==> config.mk <==
export PLATFORM = sky130hd
export DESIGN_NAME = button_press_counter_flat
export DESIGN_NICKNAME = d
export VERILOG_FILES = /design/src/rtl/button_press_counter_if.sv /design/src/rtl/button_press_counter.sv /design/src/flat_wrapper.sv
export SDC_FILE = /design/constraint.sdc
export NUM_CORES = 1
export LEC_CHECK = 0
export CORE_ASPECT_RATIO = 0.5
export CORE_UTILIZATION = 43
export CTS_CLUSTER_DIAMETER = 50
export DETAILED_ROUTE_END_ITERATION = 10
export PLACE_DENSITY = 0.61
export SKIP_CTS_REPAIR_TIMING = 1
export SYNTH_ARGS = -nofsm -noshare
export SYNTH_HDL_FRONTEND = slang
export SYNTH_SLANG_ARGS = --single-unit
==> constraint.sdc <==
create_clock -name clk -period 2.5 [get_ports clk]
set_input_delay 0.5 -clock clk [delete_from_list [all_inputs] [get_ports clk]]
set_output_delay 0.5 -clock clk [all_outputs]
set_load 0.05 [all_outputs]
==> src/rtl/button_press_counter_if.sv <==
// Button event bus between the debounce stage side and button_press_counter.
//   butd        debounced button level, synchronous to clk
//   press       one-cycle pulse per press / auto-repeat
//   long_press  one-cycle pulse when the hold reaches the long-press time
//   count       number of press pulses issued, wraps
// master: drives butd, observes events. slave: the counter itself.
interface button_press_counter_if #(
  parameter int unsigned COUNT_WIDTH = 8
);
  logic                   butd;
  logic                   press;
  logic                   long_press;
  logic [COUNT_WIDTH-1:0] count;

  modport master (output butd, input press, input long_press, input count);
  modport slave  (input butd, output press, output long_press, output count);
endinterface

==> src/rtl/button_press_counter.sv <==
// button_press_counter
//   Turns the debounced button level into events: a one-cycle press pulse per
//   press, a wrapping press count for the LEDs, and a one-cycle long_press pulse
//   once the button has been held LONG_TOTAL cycles after the press.
//   Define BUTTON_AUTO_REPEAT_EN to emit a further press (and count) every
//   REPEAT_TOTAL cycles while the button stays held after long_press.
// Ports:
//   clk   in  system clock, posedge
//   rst   in  synchronous reset, active-high
//   btn   slave modport of button_press_counter_if (butd in; press, long_press,
//         count out)
module button_press_counter #(
  parameter int unsigned           COUNT_WIDTH  = 8,
  parameter int unsigned           HOLD_WIDTH   = 24,
  parameter logic [HOLD_WIDTH-1:0] LONG_TOTAL   = 24'd6000000,
  parameter logic [HOLD_WIDTH-1:0] REPEAT_TOTAL = 24'd1200000
) (
  input  logic                  clk,
  input  logic                  rst,
  button_press_counter_if.slave btn
);

  if (LONG_TOTAL < 2 || REPEAT_TOTAL < 2) begin : g_param_check
    $error("button_press_counter: LONG_TOTAL and REPEAT_TOTAL must be >= 2");
  end

  localparam logic [HOLD_WIDTH-1:0] LONG_LAST = LONG_TOTAL - 1'b1;
`ifdef BUTTON_AUTO_REPEAT_EN
  localparam logic [HOLD_WIDTH-1:0] REPEAT_LAST = REPEAT_TOTAL - 1'b1;
`endif

  typedef enum logic [1:0] {
    IDLE = 2'd0,
    HELD = 2'd1,
    LONG = 2'd2
  } state_t;

  state_t                 state, state_nx;
  logic                   butd_q;
  logic                   rise;
  logic                   press_q, press_nx;
  logic                   long_q, long_nx;
  logic [COUNT_WIDTH-1:0] count_q, count_nx;
  logic [HOLD_WIDTH-1:0]  hold_q, hold_nx;

  assign rise = btn.butd & ~butd_q;

  // butd_q resets high so a button held through reset must be released
  // before it can produce a rise.
  always_ff @(posedge clk) begin
    if (rst) begin
      state   <= IDLE;
      butd_q  <= 1'b1;
      press_q <= 1'b0;
      long_q  <= 1'b0;
      count_q <= '0;
      hold_q  <= '0;
    end else begin
      state   <= state_nx;
      butd_q  <= btn.butd;
      press_q <= press_nx;
      long_q  <= long_nx;
      count_q <= count_nx;
      hold_q  <= hold_nx;
    end
  end

  always_comb begin
    state_nx = state;
    press_nx = 1'b0;
    long_nx  = 1'b0;
    count_nx = count_q;
    hold_nx  = hold_q;
    case (state)
      IDLE: begin
        if (rise) begin
          press_nx = 1'b1;
          count_nx = count_q + 1'b1;
          hold_nx  = '0;
          state_nx = HELD;
        end
      end
      HELD: begin
        // Release wins even on the edge the hold time would be reached.
        if (!btn.butd) begin
          state_nx = IDLE;
        end else if (hold_q == LONG_LAST) begin
          long_nx  = 1'b1;
          hold_nx  = '0;
          state_nx = LONG;
        end else begin
          hold_nx = hold_q + 1'b1;
        end
      end
      LONG: begin
        if (!btn.butd) begin
          state_nx = IDLE;
        end else begin
`ifdef BUTTON_AUTO_REPEAT_EN
          if (hold_q == REPEAT_LAST) begin
            press_nx = 1'b1;
            count_nx = count_q + 1'b1;
            hold_nx  = '0;
          end else begin
            hold_nx = hold_q + 1'b1;
          end
`else
          state_nx = LONG;
`endif
        end
      end
      default: begin
        state_nx = IDLE;
        hold_nx  = '0;
      end
    endcase
  end

  assign btn.press      = press_q;
  assign btn.long_press = long_q;
  assign btn.count      = count_q;

endmodule
==> src/flat_wrapper.sv <==
// flat-port wrapper written by rule: the top's interface ports become plain ports
module button_press_counter_flat 
#(
  parameter int unsigned           COUNT_WIDTH  = 8,
  parameter int unsigned           HOLD_WIDTH   = 24,
  parameter logic [HOLD_WIDTH-1:0] LONG_TOTAL   = 24'd6000000,
  parameter logic [HOLD_WIDTH-1:0] REPEAT_TOTAL = 24'd1200000
)
  (clk, rst, btn_butd, btn_press, btn_long_press, btn_count);
  button_press_counter_if #(.COUNT_WIDTH(COUNT_WIDTH)) btn_i ();
  input  logic clk;
  input  logic rst;
  input wire logic [$bits(btn_i.butd)-1:0] btn_butd;
  output wire logic [$bits(btn_i.press)-1:0] btn_press;
  output wire logic [$bits(btn_i.long_press)-1:0] btn_long_press;
  output wire logic [$bits(btn_i.count)-1:0] btn_count;
  assign btn_i.butd = btn_butd;
  assign btn_press = btn_i.press;
  assign btn_long_press = btn_i.long_press;
  assign btn_count = btn_i.count;
  button_press_counter #(.COUNT_WIDTH(COUNT_WIDTH), .HOLD_WIDTH(HOLD_WIDTH), .LONG_TOTAL(LONG_TOTAL), .REPEAT_TOTAL(REPEAT_TOTAL)) u_core (.clk(clk), .rst(rst), .btn(btn_i));
endmodule
==> flow_summary.json, run 1 <==
{
  "start_util_pct": 46.9,
  "async_reset_ff_share_pct": 0,
  "dieWidth_um": 96.4,
  "cp.required_ps": 2720,
  "synth.most_common_cell": "dfxtp_1",
  "clkSinkCount": 37,
  "placed_area_mm2": 0.00213,
  "synthTopCellsByArea": "dfxtp_1 (39%), nand3_1 (7.6%), nand2_1 (5.5%)",
  "power_density_mw_per_mm2": 535,
  "r2r_start": "u_core.hold_q[3]",
  "clk_path_buf_depth": 2,
  "holdWs_ps": 498,
  "path_clk_slew_ps": 70,
  "pre_cts_slack_ps": 171,
  "ios": 13,
  "n_fill_cell": 411,
  "cts_tree": "done",
  "reg2reg_depth": 5,
  "drtIter0Drc": 73,
  "port-buffer-count": 12,
  "vias": 1741,
  "die_h_um": 49.2,
  "syn_nets": 241,
  "htreeDepth": 2,
  "vdd_drop_max_v": 0.000208,
  "holdPathStages": 2,
  "grt_pass1_vias": 1524,
  "crit_path_start_kind": "flop",
  "root_buffer": "clkbuf_8",
  "synth_cells": 233,
  "slew_violations": 0,
  "yosysWarnings": 0,
  "fin_util_pct": 54.7,
  "finalWirelength_um": 4260,
  "antenna_found_initial": 0,
  "power_mw": 1.20,
  "seq_area_frac_synth_pct": 38.7,
  "ys_top_cells_by_count": "dfxtp_1 (37), nand3_1 (29), nand2_1 (28)",
  "worstSetupEndpointType": "flop",
  "area_growth_pct": 16.7,
  "fin_nets": 257,
  "cp_max_fo": 8,
  "syn_area_per_cell_um2": 8.22,
  "status": "completed",
  "setup_violations": 0,
  "worstPathArrival_ps": 2500,
  "leakage_nw": 0.729,
  "gp_congestion": 0.807,
  "worstHoldStart": "u_core.hold_q[5]",
  "hpwl_um": 2960,
  "min_to": "u_core.hold_q[5]",
  "path_class": "reg -> reg",
  "finClkSkew_ps": 11.2,
  "drc": 0,
  "grt_max_degree": 35,
  "layout-drive-gt1-share_pct": 8.03,
  "n_antenna_cell": 0,
  "period_share_pct": 91.2,
  "antenna_left": 0,
  "rrSetupSlack_ps": 220,
  "first_pass_iters": 4,
  "place_inst": 296,
  "final-seq-area_um2": 741,
  "grt_setup_unrepaired": "no",
  "tns_ps": 0,
  "ys_ff_latch": 37,
  "grt_pass1_wl_um": 7040,
  "finalWorstSetupSlack_ps": 220,
  "yosys_most_used_dff": "dfxtp_1",
  "core_area_mm2": 0.00408,
  "synth_edf_count": 0,
  "layout_min_cycle_time_ps": 2280,
  "timing.final.hold_violations": 0,
  "cts-buffers-inserted": 5,
  "grt_usage_pct": 19.4,
  "cap_viol_max_count": 0,
  "slew_headroom_pct": 56.0,
  "synth.distinct_cells": 40,
  "multi_input_area_mm2": 0.00112,
  "r2r-end": "u_core.hold_q[23]",
  "wl_per_cell_um": 14.0,
  "overflow": 0,
  "via_per_inst": 5.75,
  "fin_cells": 303,
  "syn_area_mm2": 0.00192,
  "placementRows": 16,
  "stdcell_area_mm2": 0.00224,
  "synth_top_area_share_pct": 38.7,
  "timing.fmax_mhz": 439,
  "die-area_mm2": 0.00474,
  "clock_latency_ps": 290,
  "worstMarginPinSlew_ps": 660,
  "worstHoldPathType": "reg -> reg",
  "yosys.area.top_type": "dfxtp_1"
}
==> kinds of logic (layout without fill, tap and decap cells) <==
logic type      after synthesis  after routing  share of synthesized area (%)
xor+xnor                     14             14                           6.40
buf+inv                      16             32                           3.79
compound gates               31             31                           10.8
flops                        37             37                           38.7
mux                           1              1                          0.523
fa+ha+maj                     5              5                           3.27
simple gates                129            129                           36.6
==> worst max-delay path by stage <==
stage                           startpoint           endpoint  slack, ps  depth (start not counted)
after floorplan           u_core.hold_q[0]  u_core.hold_q[22]        400                          6
after global placement            btn_butd  u_core.hold_q[12]        250                          6
after detailed placement          btn_butd  u_core.hold_q[12]        170                          6
after CTS                 u_core.hold_q[3]  u_core.hold_q[23]        220                          5
after global routing      u_core.hold_q[3]  u_core.hold_q[23]         60                          5
final                     u_core.hold_q[3]  u_core.hold_q[23]        220                          5
==> worst max-delay path, stage by stage, from the launching register on <==
cell	delay (ps)
dfxtp_1	410
and4_1	460
nand4_4	200
or4_1	570
or4_1	410
a31oi_1	160
==> layout make-up <==
class | instances | area share (%)
flip-flops and latches | 37 | 33.1
multi-input cells | 180 | 49.9
clock buffers | 5 | 3.08
clock inverters | 2 | 1.57
well taps | 54 | 3.02
repair buffers | 19 | 8.28
inverters | 6 | 1.01
==> registers in the layout (all words and copies together), names as in the netlist <==
name / count
u_core.state: 2
u_core.hold_q: 24
u_core.butd_q: 1
u_core.btn.long_press: 1
u_core.btn.press: 1
u_core.btn.count: 8
==> power breakdown <==
group	internal, mW	total [mW]	switching (mW)
registers	0.593	0.597	0.00338
clock network	0.290	0.498	0.208
logic	0.0352	0.103	0.0678
total	0.918	1.20	0.279
==> per-layer routing <==
metal  global-route usage, %  vias to the layer above  routed length (um)
met4                    5.88                        0                  40
met5                       0                        -                   0
met1                    26.4                      821                2250
li1                        -                      885                   -
met2                    29.8                       30                1800
met3                    5.61                        5                 162
==> cells in the final DEF, fill, tap and decap left out, types with 2 or more instances in the layout <==
master / instances
nand2b_1: 3
nor4_1: 8
nand4_1: 4
nand4_4: 2
nand2_1: 28
ha_1: 5
a21oi_1: 6
inv_1: 6
or4_1: 11
clkbuf_8: 5
dfxtp_1: 37
o21ai_0: 3
nand4b_1: 3
and3_1: 4
nor3_1: 6
a2bb2oi_1: 2
nand3b_1: 2
xor2_1: 6
a31oi_1: 10
xnor2_1: 8
nand3_1: 29
o211ai_1: 2
nor2_1: 22
clkdlybuf4s50_1: 12
and2_1: 2
buf_4: 6
Note: power is estimated with default switching activity, not from simulation.
==> run 2: changes to the inputs <==
--- a/config.mk
+++ b/config.mk
@@ -10,6 +10,7 @@
 export CTS_CLUSTER_DIAMETER = 50
 export DETAILED_ROUTE_END_ITERATION = 10
 export PLACE_DENSITY = 0.61
+export REMOVE_ABC_BUFFERS = 1
 export SKIP_CTS_REPAIR_TIMING = 1
 export SYNTH_ARGS = -nofsm -noshare
 export SYNTH_HDL_FRONTEND = slang
==> run 2 against run 1 <==
Largest power group unchanged. Setup slack gained 3.6 ps. Wire length down 4.5%. Critical path depth stayed put. Critical path type unchanged. Clock skew down 1.7 ps. Global-route usage is 0.26 points lower. Sequential cell count did not move. Design area grew 1.1%. Worst hold slack lost 3.2 ps. Count of clock-buffer cells in the layout is 1 higher. Fmax increased by 0.16%. Sequential power about the same.
==> flow_summary.json, run 2 (same netlist as run 1, synthesis figures left out) <==
{
  "grt_max_degree": 35,
  "antenna_found_initial": 0,
  "placed_area_mm2": 0.00214,
  "grt_pass1_wl_um": 7010,
  "setup_violations": 0,
  "antenna_left": 0,
  "status": "completed",
  "pre_cts_slack_ps": 205,
  "path_clk_slew_ps": 80,
  "multi_input_area_mm2": 0.00112,
  "fin_util_pct": 55.3,
  "dieWidth_um": 96.4,
  "grt_setup_unrepaired": "no",
  "drc": 0,
  "path_class": "reg -> reg",
  "via_per_inst": 5.67,
  "port-buffer-count": 12,
  "clkSinkCount": 37,
  "rrSetupSlack_ps": 220,
  "cts_tree": "done",
  "crit_path_start_kind": "flop",
  "timing.final.hold_violations": 0,
  "finalWorstSetupSlack_ps": 223,
  "final-seq-area_um2": 741,
  "reg2reg_depth": 5,
  "r2r-end": "u_core.hold_q[23]",
  "worstMarginPinSlew_ps": 638,
  "vias": 1728,
  "gp_congestion": 0.778,
  "power_density_mw_per_mm2": 550,
  "tns_ps": 0,
  "worstPathArrival_ps": 2500,
  "cap_viol_max_count": 0,
  "layout-drive-gt1-share_pct": 8.76,
  "slew_violations": 0,
  "final_cell_mix": "dfxtp_1 (37), nand3_1 (29), nand2_1 (28)",
  "layout_min_cycle_time_ps": 2280,
  "htreeDepth": 2,
  "first_pass_iters": 4,
  "power_mw": 1.24,
  "worstHoldPathType": "reg -> reg",
  "crit_path_start": "u_core.hold_q[3]",
  "stdcell_area_mm2": 0.00226,
  "wl_per_cell_um": 13.3,
  "die_h_um": 49.2,
  "drtIter0Drc": 98,
  "worstSetupEndpointType": "flop",
  "timing.fmax_mhz": 439,
  "regMostFlops": "u_core.hold_q",
  "cp.required_ps": 2720,
  "clk_path_buf_depth": 2,
  "ios": 13,
  "slew_headroom_pct": 57.5,
  "placementRows": 16,
  "area_growth_pct": 18.0,
  "die-area_mm2": 0.00474,
  "core_area_mm2": 0.00408,
  "leakage_nw": 0.737,
  "largest_reg_flops": 24,
  "cts-buffers-inserted": 5,
  "overflow": 0,
  "fin_nets": 258,
  "clock_latency_ps": 290,
  "final_common_cell": "dfxtp_1",
  "grt_usage_pct": 19.2,
  "finClkSkew_ps": 9.51,
  "hpwl_um": 2890,
  "min_to": "u_core.hold_q[0]",
  "root_buffer": "clkbuf_8",
  "n_antenna_cell": 0,
  "holdPathStages": 2,
  "n_fill_cell": 400,
  "cp_max_fo": 8,
  "vdd_drop_max_v": 0.000249,
  "worstHoldStart": "u_core.hold_q[0]",
  "start_util_pct": 46.9,
  "r2r_start": "u_core.hold_q[3]",
  "grt_pass1_vias": 1542,
  "finalWirelength_um": 4070,
  "period_share_pct": 91.1
}
==> run 2: cell types whose count changed in the layout (fill, tap and decap cells not counted) <==
cell,before,now
clkinvlp_4,0,1
clkinv_2,1,0
buf_4,6,7
clkbuf_8,5,6
==> run 2: how the worst max path moves through the flow <==
stage,end,slack (ps)
floorplan,u_core.hold_q[17],-90
global placement,u_core.hold_q[19],250
detailed placement,u_core.hold_q[22],200
CTS,u_core.hold_q[23],230
global route,u_core.hold_q[23],60
finish,u_core.hold_q[23],220
==> run 2: power by group <==
| part | internal (mW) | total (mW) | leakage (nW) | switching, mW |
|---|---|---|---|---|
| Sequential | 0.593 | 0.596 | 0.299 | 0.00330 |
| Clock | 0.324 | 0.545 | 0.0574 | 0.221 |
| Combinational | 0.0360 | 0.102 | 0.381 | 0.0659 |
==> run 2: area by class of cell <==
type                       instances  area share (%)
clock buffer                       6            3.65
timing repair buffer              20            8.53
inverter                           6           0.997
tap                               54            2.99
clock inverter                     2            1.66
multi-input combinational        180            49.4
sequential                        37            32.8
==> run 2: critical path: stages (launching register included) <==
cell	delay, ps
dfxtp_1	420
and4_1	460
nand4_4	190
or4_1	560
or4_1	410
a31oi_1	160
==> run 2: routing by layer <==
layer | GRT usage (%) | share of wire [%] | up-vias
li1 | - | - | 887
met1 | 27.4 | 54 | 802
met2 | 27.9 | 40 | 37
met3 | 5.61 | 4.9 | 2
met4 | 5.39 | 0.27 | 0
met5 | 0 | 0 | -
==> run 2: through the flow <==
step / hold slack (ps) / instances
final: 495 / 305
after global routing: 536 / 305
after CTS: 499 / 305
after detailed placement: 487 / 297
after global placement: 479 / 297
after floorplan: 456 / 223
==> run 3: changes to the inputs <==
--- a/config.mk
+++ b/config.mk
@@ -6,11 +6,14 @@
 export NUM_CORES = 1
 export LEC_CHECK = 0
 export CORE_ASPECT_RATIO = 0.5
+export CORE_MARGIN = 2
 export CORE_UTILIZATION = 43
 export CTS_CLUSTER_DIAMETER = 50
 export DETAILED_ROUTE_END_ITERATION = 10
+export GPL_TIMING_DRIVEN = 0
 export PLACE_DENSITY = 0.61
 export REMOVE_ABC_BUFFERS = 1
+export SETUP_SLACK_MARGIN = 0.05
 export SKIP_CTS_REPAIR_TIMING = 1
 export SYNTH_ARGS = -nofsm -noshare
 export SYNTH_HDL_FRONTEND = slang
==> run 3 against run 2 <==
Total power fell by 8.3%. Die area rose by 6.2%. Sequential cell count did not move. Count of clock-buffer cells in the layout did not move. Final cell count fell by 0.98%. Critical path type unchanged. Largest cell class unchanged.
==> flow_summary.json, run 3 (same netlist as run 1, synthesis figures left out) <==
{
  "status": "completed",
  "dieWidth_um": 98.4,
  "placementRows": 17,
  "worstPathArrival_ps": 2470,
  "slew_headroom_pct": 18.6,
  "stdcell_area_mm2": 0.00222,
  "rrSetupSlack_ps": 230,
  "pwr-share-clk_pct": 39.0,
  "worstHoldPathType": "reg -> reg",
  "cp.required_ps": 2700,
  "root_buffer": "clkbuf_8",
  "timing.final.hold_violations": 0,
  "worstSetupEndpointType": "flop",
  "via_per_inst": 5.82,
  "tns_ps": 0,
  "port-buffer-count": 12,
  "cp_num_buf_inv": 0,
  "setup_violations": 0,
  "grt_max_degree": 34,
  "slew_violations": 0,
  "worstMarginPinSlew_ps": 1220,
  "grt_pass1_wl_um": 7210,
  "vdd_drop_max_v": 0.000191,
  "htreeDepth": 2,
  "final_common_cell": "dfxtp_1",
  "grt_setup_unrepaired": "no",
  "timing.fmax_mhz": 440,
  "clock_latency_ps": 300,
  "area_growth_pct": 15.9,
  "hpwl_um": 2810,
  "n_fill_cell": 418,
  "wl_per_cell_um": 14.0,
  "pre_cts_slack_ps": 43.8,
  "die-area_mm2": 0.00504,
  "crit_path_start_kind": "flop",
  "grt_usage_pct": 18.0,
  "die_h_um": 51.2,
  "power_frac_comb_pct": 8.7,
  "holdPathStages": 2,
  "placed_area_mm2": 0.00211,
  "period_share_pct": 91.0,
  "grt_pass1_vias": 1614,
  "cts-buffers-inserted": 5,
  "final_cell_mix": "dfxtp_1 (37), nand3_1 (29), nand2_1 (28)",
  "layout-drive-gt1-share_pct": 7.76,
  "power_mw": 1.14,
  "first_pass_iters": 4,
  "clk_path_buf_depth": 2,
  "p_switching_mw": 0.290,
  "vias": 1758,
  "fin_cells": 302,
  "n_antenna_cell": 0,
  "worstHoldStart": "u_core.hold_q[23]",
  "crit_family": "simple AND/OR/NAND/NOR gates",
  "regMostFlops": "u_core.hold_q",
  "sw_frac_of_total_pct": 25.5,
  "min_to": "u_core.hold_q[23]",
  "finalWirelength_um": 4240,
  "antenna_found_initial": 0,
  "power.internal_mw": 0.850,
  "drtIter0Drc": 75,
  "path_cells": "ha_2, and2_2, nand4_4, or4_1, or4_1, a31oi_1",
  "timing.critical_path.mode_cell": "or4_1",
  "clkSinkCount": 37,
  "cpMaxStageDelayCell": "or4_1",
  "path_class": "reg -> reg",
  "ios": 13,
  "power_density_mw_per_mm2": 514,
  "largest_reg_flops": 24,
  "cap_viol_max_count": 0,
  "cp_max_fo": 8,
  "r2r-end": "u_core.hold_q[22]",
  "reg2reg_depth": 6,
  "p_seq_share_pct": 52.3,
  "finalWorstSetupSlack_ps": 226,
  "core_area_mm2": 0.00434,
  "gp_congestion": 0.792,
  "worst_path_largest_cell_delay_ps": 570,
  "place_inst": 294,
  "path_clk_slew_ps": 70,
  "cts_tree": "done",
  "drc": 0,
  "antenna_left": 0,
  "r2r_start": "u_core.hold_q[0]",
  "start_util_pct": 44.1,
  "layout_min_cycle_time_ps": 2270,
  "leakage_nw": 0.708,
  "overflow": 0,
  "fin_nets": 252,
  "finClkSkew_ps": 7.55
}
[run 3: worst max path at each step]
| stage | startpoint | slack (ps) | end | cells after the start |
|---|---|---|---|---|
| 2_1_floorplan | u_core.state[1] | -90 | u_core.hold_q[17] | 7 |
| 3_3_place_gp | btn_butd | -1220 | u_core.hold_q[19] | 6 |
| 3_5_place_dp | btn_butd | 40 | u_core.hold_q[8] | 6 |
| 4_1_cts | u_core.hold_q[3] | 80 | u_core.state[1] | 6 |
| 5_1_grt | u_core.hold_q[0] | 60 | u_core.hold_q[22] | 6 |
| 6_report | u_core.hold_q[0] | 230 | u_core.hold_q[22] | 6 |
[run 3: layer usage]
layer	track usage (%)	vias up	part of all wire [%]
met3	5.06	6	4.9
met1	23.5	840	49
met2	28.5	37	45
met4	7.53	0	1.2
li1	-	875	-
met5	0	-	0
[run 3: power by group through the flow]
stage	logic, mW	clock network, mW	registers [mW]
floorplan	0.0455	0	0.616
global route	0.110	0.482	0.597
finish	0.0990	0.444	0.597
CTS	0.0987	0.460	0.597
detailed placement	0.0983	0	0.610
global placement	0.0833	0	0.610
[run 3: through the flow]
step	hold WS [ps]	utilization, %
floorplan	456	-
global placement	479	47.4
detailed placement	495	48.5
CTS	505	50.7
global route	536	51.2
finish	503	51.2
[run 3: tightest hold or removal path: stages (launching register included)]
cell	delay (ps)
dfxtp_1	330
nand2_1	60
a31oi_1	60
[run 3: cell type report]
type | instances | area [um^2] | area share, %
multi-input combinational | 180 | 1130 | 51.1
sequential | 37 | 741 | 33.4
timing repair buffer | 14 | 155 | 6.99
clock buffer | 6 | 82.6 | 3.72
tap | 57 | 71.3 | 3.21
inverter | 6 | 22.5 | 1.01
clock inverter | 2 | 13.8 | 0.620
